==> src/rtl/gene_radix_sort_pkg.sv <==
// Shared state/command codes and sizing for the gene sorter, gene file and controller.
// SORT_SKIP_UNIFORM_EN adds the SCAN state used to skip bits that are identical across all genes.
package gene_sort_pkg;
  localparam int POPULATION_DEF          = 24;
  localparam int PRIMARY_INPUT_COUNT_DEF = 8;

  function automatic int fit_w(input int primary_input_count);
    return primary_input_count + 2;
  endfunction

  typedef enum logic [3:0] {
    S_IDLE   = 4'b0000,
`ifdef SORT_SKIP_UNIFORM_EN
    S_SCAN   = 4'b0010,
`endif
    S_ONES   = 4'b0011,
    S_ZEROS  = 4'b0100,
    S_COMMIT = 4'b0101,
    S_DONE   = 4'b1001
  } sort_state_t;

  // Commands decoded by the gene register file
  localparam logic [3:0] CMD_IDLE       = 4'b0000;
  localparam logic [3:0] CMD_SCAN       = 4'b0010;
  localparam logic [3:0] CMD_ONES_SKIP  = 4'b0011;
  localparam logic [3:0] CMD_ONES_WR    = 4'b0111;
  localparam logic [3:0] CMD_ZEROS_SKIP = 4'b0100;
  localparam logic [3:0] CMD_ZEROS_WR   = 4'b0110;
  localparam logic [3:0] CMD_COMMIT     = 4'b0101;
  localparam logic [3:0] CMD_DONE       = 4'b1001;
endpackage

==> src/rtl/gene_radix_sort_if.sv <==
// Sorter <-> gene register file / controller bundle.
interface gene_radix_sort_if import gene_sort_pkg::*; #(
  parameter int FIT_W = fit_w(PRIMARY_INPUT_COUNT_DEF)
);
  logic             start;
  logic [FIT_W-1:0] sortGene;
  logic [7:0]       sortGeneCount;
  logic [7:0]       sortedCounter;
  logic [3:0]       state_sortFSM;
  logic [3:0]       baseBit;
  logic             sortDone;

  modport master (
    output start, sortGene,
    input  sortGeneCount, sortedCounter, state_sortFSM, baseBit, sortDone
  );
  modport slave (
    input  start, sortGene,
    output sortGeneCount, sortedCounter, state_sortFSM, baseBit, sortDone
  );
endinterface

==> src/rtl/gene_radix_sort_counter.sv <==
// Pass index counter: steps 0..last_idx, wraps to 0, flags the final index.
module sort_pass_counter (
  input  logic       clk,
  input  logic       rst,
  input  logic       clr,
  input  logic       en,
  input  logic [7:0] last_idx,
  output logic [7:0] count,
  output logic       last
);
  assign last = (count == last_idx);

  always_ff @(posedge clk or posedge rst) begin
    if (rst)      count <= '0;
    else if (clr) count <= '0;
    else if (en)  count <= last ? 8'd0 : count + 8'd1;
  end
endmodule

==> src/rtl/gene_radix_sort.sv <==
// LSD binary radix sorter driving the gene register file; descending, stable.
// SORT_SKIP_UNIFORM_EN: precede each bit with a SCAN pass and skip bits uniform across all genes.
module gene_radix_sort import gene_sort_pkg::*; #(
  parameter int population        = POPULATION_DEF,
  parameter int primaryInputCount = PRIMARY_INPUT_COUNT_DEF
)(
  input logic             CLOCK_50,
  input logic             reset,
  gene_radix_sort_if.slave bus
);
  localparam int         FIT_W    = fit_w(primaryInputCount);
  localparam logic [7:0] POP      = 8'(population);
  localparam logic [7:0] LAST_IDX = 8'(population - 1);
  localparam logic [3:0] TOP_BIT  = 4'(FIT_W - 1);
`ifdef SORT_SKIP_UNIFORM_EN
  localparam sort_state_t FIRST = S_SCAN;
`else
  localparam sort_state_t FIRST = S_ONES;
`endif

  sort_state_t state;
  logic [7:0]  sorted_cnt;
  logic [3:0]  base_bit;
  logic        done_q;
  logic [7:0]  gene_idx;
  logic        cnt_last, cnt_en, bit_val;
  logic [3:0]  cmd;

  assign bit_val = bus.sortGene[base_bit];
  assign cnt_en  = (state == S_ONES) || (state == S_ZEROS)
`ifdef SORT_SKIP_UNIFORM_EN
                || (state == S_SCAN)
`endif
                ;

  sort_pass_counter u_gene_cnt (
    .clk      (CLOCK_50),
    .rst      (reset),
    .clr      (state == S_IDLE),
    .en       (cnt_en),
    .last_idx (LAST_IDX),
    .count    (gene_idx),
    .last     (cnt_last)
  );

`ifdef SORT_SKIP_UNIFORM_EN
  logic [7:0] ones_cnt, ones_total;
  assign ones_total = ones_cnt + {7'd0, bit_val};
`endif

  always_ff @(posedge CLOCK_50 or posedge reset) begin
    if (reset) begin
      state      <= S_IDLE;
      sorted_cnt <= '0;
      base_bit   <= '0;
      done_q     <= 1'b0;
`ifdef SORT_SKIP_UNIFORM_EN
      ones_cnt   <= '0;
`endif
    end else begin
      done_q <= 1'b0;
      unique case (state)
        S_IDLE: if (bus.start) begin
          base_bit   <= '0;
          sorted_cnt <= '0;
`ifdef SORT_SKIP_UNIFORM_EN
          ones_cnt   <= '0;
`endif
          state      <= FIRST;
        end
`ifdef SORT_SKIP_UNIFORM_EN
        S_SCAN: begin
          ones_cnt <= cnt_last ? 8'd0 : ones_total;
          if (cnt_last) begin
            // A bit equal in every gene leaves the order untouched
            if (ones_total != 8'd0 && ones_total != POP) state <= S_ONES;
            else if (base_bit == TOP_BIT) begin
              state  <= S_DONE;
              done_q <= 1'b1;
            end else base_bit <= base_bit + 4'd1;
          end
        end
`endif
        S_ONES: begin
          if (bit_val) sorted_cnt <= sorted_cnt + 8'd1;
          if (cnt_last) state <= S_ZEROS;
        end
        S_ZEROS: begin
          if (!bit_val) sorted_cnt <= sorted_cnt + 8'd1;
          if (cnt_last) state <= S_COMMIT;
        end
        S_COMMIT: begin
          sorted_cnt <= '0;
          if (base_bit == TOP_BIT) begin
            state  <= S_DONE;
            done_q <= 1'b1;
          end else begin
            base_bit <= base_bit + 4'd1;
            state    <= FIRST;
          end
        end
        S_DONE:  state <= S_IDLE;
        default: state <= S_IDLE;
      endcase
    end
  end

  // Mealy command: write decision follows the live fitness bit
  always_comb begin
    cmd = CMD_IDLE;
    case (state)
`ifdef SORT_SKIP_UNIFORM_EN
      S_SCAN:   cmd = CMD_SCAN;
`endif
      S_ONES:   cmd = bit_val  ? CMD_ONES_WR  : CMD_ONES_SKIP;
      S_ZEROS:  cmd = !bit_val ? CMD_ZEROS_WR : CMD_ZEROS_SKIP;
      S_COMMIT: cmd = CMD_COMMIT;
      S_DONE:   cmd = CMD_DONE;
      default:  cmd = CMD_IDLE;
    endcase
  end

  assign bus.sortGeneCount = gene_idx;
  assign bus.sortedCounter = sorted_cnt;
  assign bus.baseBit       = base_bit;
  assign bus.sortDone      = done_q;
  assign bus.state_sortFSM = cmd;

  commit_full_a: assert property (@(posedge CLOCK_50) disable iff (reset)
    state == S_COMMIT |-> sorted_cnt == POP);
endmodule

==> src/flat_wrapper.sv <==
// flat-port wrapper written by rule: the top's interface ports become plain ports
module gene_radix_sort_flat import gene_sort_pkg::*;
#(
  parameter int population        = POPULATION_DEF,
  parameter int primaryInputCount = PRIMARY_INPUT_COUNT_DEF
)
  (CLOCK_50, reset, bus_start, bus_sortGene, bus_sortGeneCount, bus_sortedCounter, bus_state_sortFSM, bus_baseBit, bus_sortDone);
  gene_radix_sort_if #(.FIT_W(((8) + 2))) bus_i ();
  input logic CLOCK_50;
  input logic reset;
  input wire logic [$bits(bus_i.start)-1:0] bus_start;
  input wire logic [$bits(bus_i.sortGene)-1:0] bus_sortGene;
  output wire logic [$bits(bus_i.sortGeneCount)-1:0] bus_sortGeneCount;
  output wire logic [$bits(bus_i.sortedCounter)-1:0] bus_sortedCounter;
  output wire logic [$bits(bus_i.state_sortFSM)-1:0] bus_state_sortFSM;
  output wire logic [$bits(bus_i.baseBit)-1:0] bus_baseBit;
  output wire logic [$bits(bus_i.sortDone)-1:0] bus_sortDone;
  assign bus_i.start = bus_start;
  assign bus_i.sortGene = bus_sortGene;
  assign bus_sortGeneCount = bus_i.sortGeneCount;
  assign bus_sortedCounter = bus_i.sortedCounter;
  assign bus_state_sortFSM = bus_i.state_sortFSM;
  assign bus_baseBit = bus_i.baseBit;
  assign bus_sortDone = bus_i.sortDone;
  gene_radix_sort #(.population(population), .primaryInputCount(primaryInputCount)) u_core (.CLOCK_50(CLOCK_50), .reset(reset), .bus(bus_i));
endmodule
==> config.mk <==
export PLATFORM = sky130hd
export DESIGN_NAME = gene_radix_sort_flat
export DESIGN_NICKNAME = d
export VERILOG_FILES = /design/src/rtl/gene_radix_sort_pkg.sv /design/src/rtl/gene_radix_sort_if.sv /design/src/rtl/gene_radix_sort_counter.sv /design/src/rtl/gene_radix_sort.sv /design/src/flat_wrapper.sv
export SDC_FILE = /design/constraint.sdc
export NUM_CORES = 1
export LEC_CHECK = 0
export CORE_ASPECT_RATIO = 1.4
export CORE_UTILIZATION = 44
export DETAILED_ROUTE_END_ITERATION = 8
export PLACE_DENSITY = 0.76
export SLEW_MARGIN = 10
export SYNTH_ARGS = -nofsm -noshare
export SYNTH_HDL_FRONTEND = slang
export SYNTH_SLANG_ARGS = --single-unit
==> constraint.sdc <==
create_clock -name CLOCK_50 -period 2.25 [get_ports CLOCK_50]
set_clock_uncertainty 0.1 [all_clocks]
set_input_delay 0.45 -clock CLOCK_50 [delete_from_list [all_inputs] [get_ports CLOCK_50]]
set_output_delay 0.45 -clock CLOCK_50 [all_outputs]
set_load 0.02 [all_outputs]
==> summary.log, run 1 <==
qor: setup_path.regToRegSetupSlack -0.06 ns
qor: synth.ys_seq_area_share 40.98%
qor: power_and_ir_drop.vdd_ir_drop_max 0.6042 mV
qor: layout.filler_cell_count 269
qor: timing.max_freq 387.5 MHz
qor: synth.synth-main-ff-cell sky130_fd_sc_hd__dfrtp_1
qor: synth.syn_area 1526 µm²
qor: power_and_ir_drop.cellLeakagePower 0.0009820 µW
qor: clock_tree.numCtsBuffers 3
qor: setup_path.worst_setup_path_start_kind register
qor: die.floorplan.initialDensity 47.51%
qor: timing.final-max-slew-violation-count 0
qor: timing.rsz0062_at_grt yes
qor: routing.detail_route.iter0.violations 62
qor: setup_path.worst-path-max-fanout 3
qor: power_and_ir_drop.switching_share 40.74%
qor: layout.num_antenna_cells 0
qor: clock_tree.sink_count_of_the_clock_tree 25
qor: grt.grt_max_degree 18
qor: timing.worst_pin_slew 0.4342 ns
qor: grt.initial_antenna_violation_count 0
qor: layout.multi_input_comb_area 883.3 µm²
qor: die.ioPinCount 38
qor: timing.hold_violations 0
qor: die.dieArea 3712 µm²
qor: setup_path.crit_path_cell_trace mux4_2, or2_4, a31o_4, o21a_1, nor2_4, buf_6
qor: routing.detail_route.wirelength 3.938 mm
qor: setup_path.regToRegStartpoint u_core.bus.baseBit[0]
qor: layout.post_route_cells_drive_above_1_share 19.82%
qor: placed_design.place.gp.congestion 0.8403
qor: die.core_area 3213 µm²
qor: layout.layout.cell_area.non_filler 2167 µm²
qor: routing.drt-pass1-iter-count 4
qor: layout.post_route_core_utilization 67.45%
qor: synth.ys_async_sr_fraction 100.0%
qor: power_and_ir_drop.combPwrFrac 59.7%
qor: power_and_ir_drop.switchingPower 871.0 µW
qor: setup_path.worst_path_largest_cell_delay 0.50 ns
qor: setup_path.worstSetupEndpointType primary output
qor: die.chipHeight 71.69 µm
qor: clock_tree.clk_path_buf_depth 2
qor: placed_design.placedCellCount 257
qor: power_and_ir_drop.power_frac_clock 13.0%
qor: clock_tree.root_buffer sky130_fd_sc_hd__clkbuf_8
qor: grt.grt_remaining_overflow 0
qor: layout.layout_common_cells sky130_fd_sc_hd__clkdlybuf4s50_1 (29), sky130_fd_sc_hd__dfrtp_1 (24), sky130_fd_sc_hd__buf_4 (23), sky130_fd_sc_hd__nand2_1 (20), sky130_fd_sc_hd__o21ai_0 (14)
qor: die.rows 24
qor: placed_design.placement.cell_area 2103 µm²
qor: die.floorplan.die.width 51.78 µm
qor: layout.stdcell_count 261
qor: setup_path.crit-reg2reg-capture u_core.bus.sortedCounter[0]
qor: timing.fin_tns_setup -0.8929 ns
qor: grt.grtUsageTotal 23.10%
qor: routing.via_per_inst 5.743
qor: routing.wl_per_cell 15.09 µm
qor: timing.slew_headroom 70.67%
qor: routing.detailed_route_via_count 1499
qor: clock_tree.total_number_of_h_tree_levels 1
qor: synth.syn_nets 180
qor: synth.postSynthAreaPerCell 9.365 µm²
qor: layout.commonest_non_fill_non_tap_cell_in_the_layout sky130_fd_sc_hd__clkdlybuf4s50_1
qor: routing.remaining_drc_errors 0
qor: run.drv.max_cap_violation_count 0
qor: run_status.outcome complete, but fails checks
qor: synth.synth_warn 0
qor: clock_tree.insertion_delay 0.27 ns
qor: synth.synth_enable_flop_cells 0
qor: grt.vias_in_the_first_global_route 1470
qor: min_path.worst_hold_path_type in -> async
qor: layout.area_added_between_synthesis_and_finish 41.97%
qor: routing.postRouteAntennaNets 0
qor: setup_path.required 1.70 ns
qor: timing.final_setup_slack_of_the_worst_path -0.3308 ns
qor: clock_tree.clock_tree_from_tritoncts yes
qor: setup_path.timing.critical_path.arrival 2.03 ns
qor: grt.grt_first_pass_wirelength 6.561 mm
qor: setup_path.slowest_stage sky130_fd_sc_hd__mux4_2
qor: setup_path.critPathKind reg -> out
qor: power_and_ir_drop.powerDensity 986.5 nW/µm²
qor: timing.post-route-min-period 2.581 ns
qor: timing.setup_violations 9
qor: power_and_ir_drop.sequentialPowerShare 27.3%
qor: run_status.violations setup timing
qor: layout.nets 240
qor: placed_design.portBuffers 37
qor: layout.register_area 626.9 µm²
qor: synth.synth.lib_cells_used.distinct 44
qor: clock_tree.cts.clk_slew.worst_paths 0.09 ns
qor: placed_design.hpwl_dp 2.969 mm
qor: setup_path.reg2regPathDepth 7
qor: power_and_ir_drop.cellInternalPower 1267 µW
qor: timing.final_min_period_over_clock_period 114.7%
qor: synth.yosys_register_bits 25
qor: synth.syn-instance-count 163
==> through the flow <==
stage / power [µW] / worst slack [ns] / hold slack, ns
after floorplan: 1325 / -0.1850 / 0.3773
after global placement: 1782 / -0.9343 / 0.3910
after detailed placement: 1821 / -0.9664 / 0.4000
after CTS: 2116 / -0.3820 / 0.3352
after global routing: 2265 / -0.4163 / 0.3572
final: 2138 / -0.3308 / 0.3265
==> repair_timing <==
| item | in CTS | in global routing |
|---|---|---|
| pin swaps | 4 | 4 |
| endpoints found under the setup margin | 12 | 11 |
| buffers inserted | 0 | 0 |
| hold buffers | 0 | 0 |
| resized for setup | 20 | 4 |
==> registers in the layout, summed over array words and instances (netlist names) <==
name and flops:
u_core.state 4, u_core.bus.sortDone 1, u_core.u_gene_cnt.count 8, u_core.bus.baseBit 4, u_core.bus.sortedCounter 8
==> cells by family after synthesis <==
group / synth area share (%)
xor+xnor: 1.722
buf+inv: 3.032
simple gates: 23.20
compound gates: 21.97
fa+ha+maj: 3.279
flops: 40.98
mux: 5.819
==> Yosys cell counts, types with 2 or more instances <==
| cell type | count | share of area [%] |
|---|---|---|
| sky130_fd_sc_hd__a31oi_1 | 4 | 1.6 |
| sky130_fd_sc_hd__dfrtp_1 | 25 | 41 |
| sky130_fd_sc_hd__inv_1 | 4 | 0.98 |
| sky130_fd_sc_hd__and3_1 | 8 | 3.3 |
| sky130_fd_sc_hd__nor2b_1 | 3 | 1.2 |
| sky130_fd_sc_hd__o21ai_0 | 16 | 5.2 |
| sky130_fd_sc_hd__nand3_1 | 5 | 1.6 |
| sky130_fd_sc_hd__ha_1 | 4 | 3.3 |
| sky130_fd_sc_hd__a22o_1 | 3 | 1.7 |
| sky130_fd_sc_hd__nand3b_1 | 6 | 3.0 |
| sky130_fd_sc_hd__o41ai_2 | 2 | 2.1 |
| sky130_fd_sc_hd__nor2_1 | 13 | 3.2 |
| sky130_fd_sc_hd__nor4_1 | 2 | 0.82 |
| sky130_fd_sc_hd__o31ai_1 | 6 | 3.0 |
| sky130_fd_sc_hd__xor2_1 | 2 | 1.1 |
| sky130_fd_sc_hd__o21a_1 | 2 | 0.98 |
| sky130_fd_sc_hd__mux2i_1 | 4 | 2.6 |
| sky130_fd_sc_hd__a21oi_1 | 5 | 1.6 |
| sky130_fd_sc_hd__clkbuf_1 | 4 | 0.98 |
| sky130_fd_sc_hd__nand2_1 | 20 | 4.9 |
| sky130_fd_sc_hd__nand4_1 | 2 | 0.82 |
==> area by class of cell <==
| type | instances | area share (%) |
|---|---|---|
| Timing Repair Buffer | 61 | 25.12 |
| Clock inverter | 1 | 0.3464 |
| Multi-Input combinational cell | 128 | 40.76 |
| Inverter | 4 | 0.6928 |
| Sequential cell | 25 | 28.93 |
| Tap cell | 39 | 2.252 |
| Clock buffer | 3 | 1.905 |
==> worst max-delay path: cells and delay by family, from the launching register on <==
kind	cells	cell delay, ns
DFF	1	0.40
AOI/OAI and AO/OA	2	0.41
and+or+nand+nor	2	0.33
buffers and inverters	1	0.11
muxes	1	0.50
==> per-layer routing <==
metal,global-route usage [%],wire length [µm],up-vias,part of all wire [%]
li1,-,-,720,-
met1,25.82,1571,745,40
met2,44.44,2227,30,57
met3,2.760,107,4,2.7
met4,6.006,31,0,0.79
met5,0,0,-,0
==> power groups by stage <==
stage / Combinational, µW / Clock (µW) / Sequential (µW)
after global placement: 1200 / 0 / 582
after CTS: 1250 / 283 / 583
after detailed placement: 1230 / 0 / 590
after floorplan: 689 / 0 / 637
final: 1280 / 278 / 584
after global routing: 1370 / 301 / 593
==> worst max-delay path by stage <==
stage,start,to,slack (ns),depth (start not counted)
floorplan,u_core.bus.baseBit[0],bus_state_sortFSM[1],-0.18,6
global placement,bus_sortGene[2],bus_state_sortFSM[1],-0.93,7
detailed placement,bus_sortGene[3],bus_state_sortFSM[1],-0.97,7
CTS,u_core.bus.baseBit[0],bus_state_sortFSM[1],-0.38,6
global route,u_core.bus.baseBit[0],bus_state_sortFSM[1],-0.42,6
finish,u_core.bus.baseBit[0],bus_state_sortFSM[1],-0.33,6
Power figures use the tool's default switching activity.
==> run 2: changes to the inputs <==
--- a/config.mk
+++ b/config.mk
@@ -5,7 +5,7 @@
 export SDC_FILE = /design/constraint.sdc
 export NUM_CORES = 1
 export LEC_CHECK = 0
-export CORE_ASPECT_RATIO = 1.4
+export CORE_ASPECT_RATIO = 1.5
 export CORE_UTILIZATION = 44
 export DETAILED_ROUTE_END_ITERATION = 8
 export PLACE_DENSITY = 0.76
@@ -13,3 +13,4 @@
 export SYNTH_ARGS = -nofsm -noshare
 export SYNTH_HDL_FRONTEND = slang
 export SYNTH_SLANG_ARGS = --single-unit
+export TNS_END_PERCENT = 20
==> constraint.sdc (replaced) <==
create_clock -name CLOCK_50 -period 2.25 [get_ports CLOCK_50]
set_clock_uncertainty 0.1 [all_clocks]
set_input_delay 0.45 -clock CLOCK_50 [delete_from_list [all_inputs] [get_ports CLOCK_50]]
set_output_delay 0.45 -clock CLOCK_50 [all_outputs]
set_load 0.05 [all_outputs]
==> summary.log, run 2 (synthesis results as in run 1) <==
qor: setup_path.timing.critical_path.arrival 2.12 ns [+0.09 ns]
qor: layout.filler_cell_count 264 [-1.9%]
qor: placed_design.hpwl_dp 2.808 mm [-5.4%]
qor: grt.grt_max_degree 26 [+8]
qor: timing.setup_violations 7 [-2]
qor: layout.area_added_between_synthesis_and_finish 40.00%
qor: grt.grt.met2_usage 42.67% [-1.8 points]
qor: timing.post-route-min-period 2.668 ns [+0.08690 ns]
qor: placed_design.place.gp.congestion 0.7753 [-7.7%]
qor: layout.layout_common_cells sky130_fd_sc_hd__clkdlybuf4s50_1 (27), sky130_fd_sc_hd__dfrtp_1 (23), sky130_fd_sc_hd__nand2_1 (20), sky130_fd_sc_hd__buf_4 (18), sky130_fd_sc_hd__o21ai_0 (16)
qor: layout.commonest_non_fill_non_tap_cell_in_the_layout sky130_fd_sc_hd__clkdlybuf4s50_1
qor: setup_path.slowest_stage sky130_fd_sc_hd__mux4_2
qor: clock_tree.numCtsBuffers 3 [unchanged]
qor: clock_tree.clk_path_buf_depth 2 [unchanged]
qor: routing.wl_per_cell 15.02 µm [-0.48%]
qor: setup_path.regToRegSetupSlack -0.10 ns [-0.04 ns]
qor: die.floorplan.die.width 50.09 µm [-3.3%]
qor: clock_tree.root_buffer sky130_fd_sc_hd__clkbuf_8
qor: routing.detail_route.wirelength 3.829 mm [-2.8%]
qor: timing.final_setup_slack_of_the_worst_path -0.4177 ns [-0.08690 ns]
qor: routing.via_per_inst 5.745 [about the same]
qor: grt.vias_in_the_first_global_route 1476 [+0.41%]
qor: timing.finalHoldWorstSlack 0.4058 ns [+0.07925 ns]
qor: run_status.violations setup timing
qor: grt.initial_antenna_violation_count 0 [unchanged]
qor: grt.gr-usage-met1 24.16% [-1.7 points]
qor: timing.fin_tns_setup -1.153 ns [-0.2598 ns]
qor: clock_tree.insertion_delay 0.28 ns [about the same]
qor: setup_path.required 1.70 ns [about the same]
qor: clock_tree.total_number_of_h_tree_levels 1 [unchanged]
qor: power_and_ir_drop.powerDensity 1065 nW/µm² [+7.9%]
qor: run_status.outcome complete, but fails checks
qor: power_and_ir_drop.vdd_ir_drop_max 0.6145 mV [+1.7%]
qor: grt.grt_util_met3 2.863% [+0.10 points]
qor: grt.globalRoute.busiestLayer met2
qor: grt.grt_first_pass_wirelength 6.389 mm [-2.6%]
qor: die.dieArea 3713 µm² [about the same]
qor: grt.grtUsageTotal 22.66% [-0.43 points]
qor: layout.nets 233 [-2.9%]
qor: setup_path.worst_setup_path_start_kind register
qor: layout.post_route_cells_drive_above_1_share 19.07% [-0.75 points]
qor: routing.remaining_drc_errors 0 [unchanged]
qor: die.floorplan.initialDensity 47.38% [-0.13 points]
qor: power_and_ir_drop.cellLeakagePower 0.0009561 µW [-2.6%]
qor: routing.detail_route.iter0.violations 20 [-68%]
qor: placed_design.placement.cell_area 2061 µm² [-2.0%]
qor: routing.detailed_route_via_count 1465 [-2.3%]
qor: timing.max_freq 374.9 MHz [-3.3%]
qor: setup_path.cp.buffers_inverters 2 [+1]
qor: setup_path.worstSetupEndpointType primary output
qor: routing.drt-pass1-iter-count 4 [unchanged]
qor: min_path.worst_hold_path_type in -> async
qor: die.core_area 3222 µm² [+0.27%]
qor: timing.worst_pin_slew 0.5058 ns [+0.07156 ns]
qor: layout.layout.cell_area.non_filler 2137 µm² [-1.4%]
qor: setup_path.crit_path_cell_trace mux4_2, or2_1, a31o_4, buf_4, a21oi_2, nor2_1, buf_6
qor: timing.final_min_period_over_clock_period 118.6% [+3.9 points]
qor: setup_path.critPathKind reg -> out
qor: setup_path.worst-path-max-fanout 3 [unchanged]
qor: clock_tree.cts.clk_slew.worst_paths 0.09 ns [about the same]
qor: routing.postRouteAntennaNets 0 [unchanged]
qor: setup_path.crit_family multiplexers
qor: die.rows 25 [+4.2%]
qor: timing.rsz0062_at_grt yes
qor: grt.grt_remaining_overflow 0 [unchanged]
qor: setup_path.worst_path_largest_cell_delay 0.49 ns [about the same]
qor: timing.final-max-slew-violation-count 0 [unchanged]
qor: timing.slew_headroom 66.18% [-4.5 points]
qor: run.drv.max_cap_violation_count 0 [unchanged]
qor: die.chipHeight 74.14 µm [+3.4%]
qor: placed_design.portBuffers 37 [unchanged]
qor: clock_tree.sink_count_of_the_clock_tree 25 [unchanged]
qor: timing.hold_violations 0 [unchanged]
qor: layout.num_antenna_cells 0 [unchanged]
qor: clock_tree.clock_tree_from_tritoncts yes
qor: layout.post_route_core_utilization 66.33% [-1.1 points]
qor: die.ioPinCount 38 [unchanged]
run 2: cell types whose count changed in the layout (fill, tap and decap cells not counted), sizes merged:
cell,change
clkdlybuf4s15,-1
clkdlybuf4s50,-2
buf,-4
run 2: worst reg2reg max path, delay by kind of cell, from the launching register on:
family / cells / cell delay [ns]
mux: 1 / 0.49
buf+inv: 2 / 0.29
flops: 1 / 0.38
compound gates: 4 / 0.73
simple gates: 1 / 0.24
run 2: through the flow:
stage	setup WS (ns)	power, µW	instances
after floorplan	-0.4384	1484	163
after detailed placement	-0.5756	1952	248
after global routing	-0.4721	2397	255
after CTS	-0.4368	2262	254
final	-0.4177	2275	255
after global placement	-0.5376	1919	248
run 2: path summary, 6_finish.rpt:
kind | startpoint | endpoint | cells past startpoint
worst max-delay path | u_core.bus.baseBit[0] | bus_state_sortFSM[2] | 7
worst min-delay path | reset | u_core.u_gene_cnt.count[4] | 3
worst max register to register | u_core.bus.baseBit[0] | u_core.bus.sortedCounter[7] | 8
worst min register to register | u_core.bus.sortedCounter[7] | u_core.bus.sortedCounter[7] | 1
max in group asynchronous | reset | u_core.bus.baseBit[0] | 3
min in group CLOCK_50 | u_core.bus.sortedCounter[7] | u_core.bus.sortedCounter[7] | 1
run 2: final cells by class:
cell class	count	area (µm²)	share of cell area (%)
flip-flops and latches	25	628.1	29.39
clock inverters	1	7.507	0.3513
multi-input cells	128	874.6	40.93
well taps	40	50.05	2.342
repair buffers	54	520.5	24.36
inverters	4	15.01	0.7026
clock buffers	3	41.29	1.932
run 2: timing repair:
| action | in CTS | in global routing |
|---|---|---|
| setup endpoints to repair | 11 | 11 |
| pin swaps | 7 | 4 |
| buffers inserted | 2 | 1 |
| hold buffers | 0 | 0 |
| resized for setup | 9 | 1 |
run 2: metal layers:
layer	part of all wire [%]	wire length (µm)
met3	2.5	97
met1	41	1576
met2	54	2079
met5	0	0
met4	2.0	76
run 2: power by group:
part	switching, µW	internal, µW
sequential	86.6	521
clock	154	126
combinational	774	614
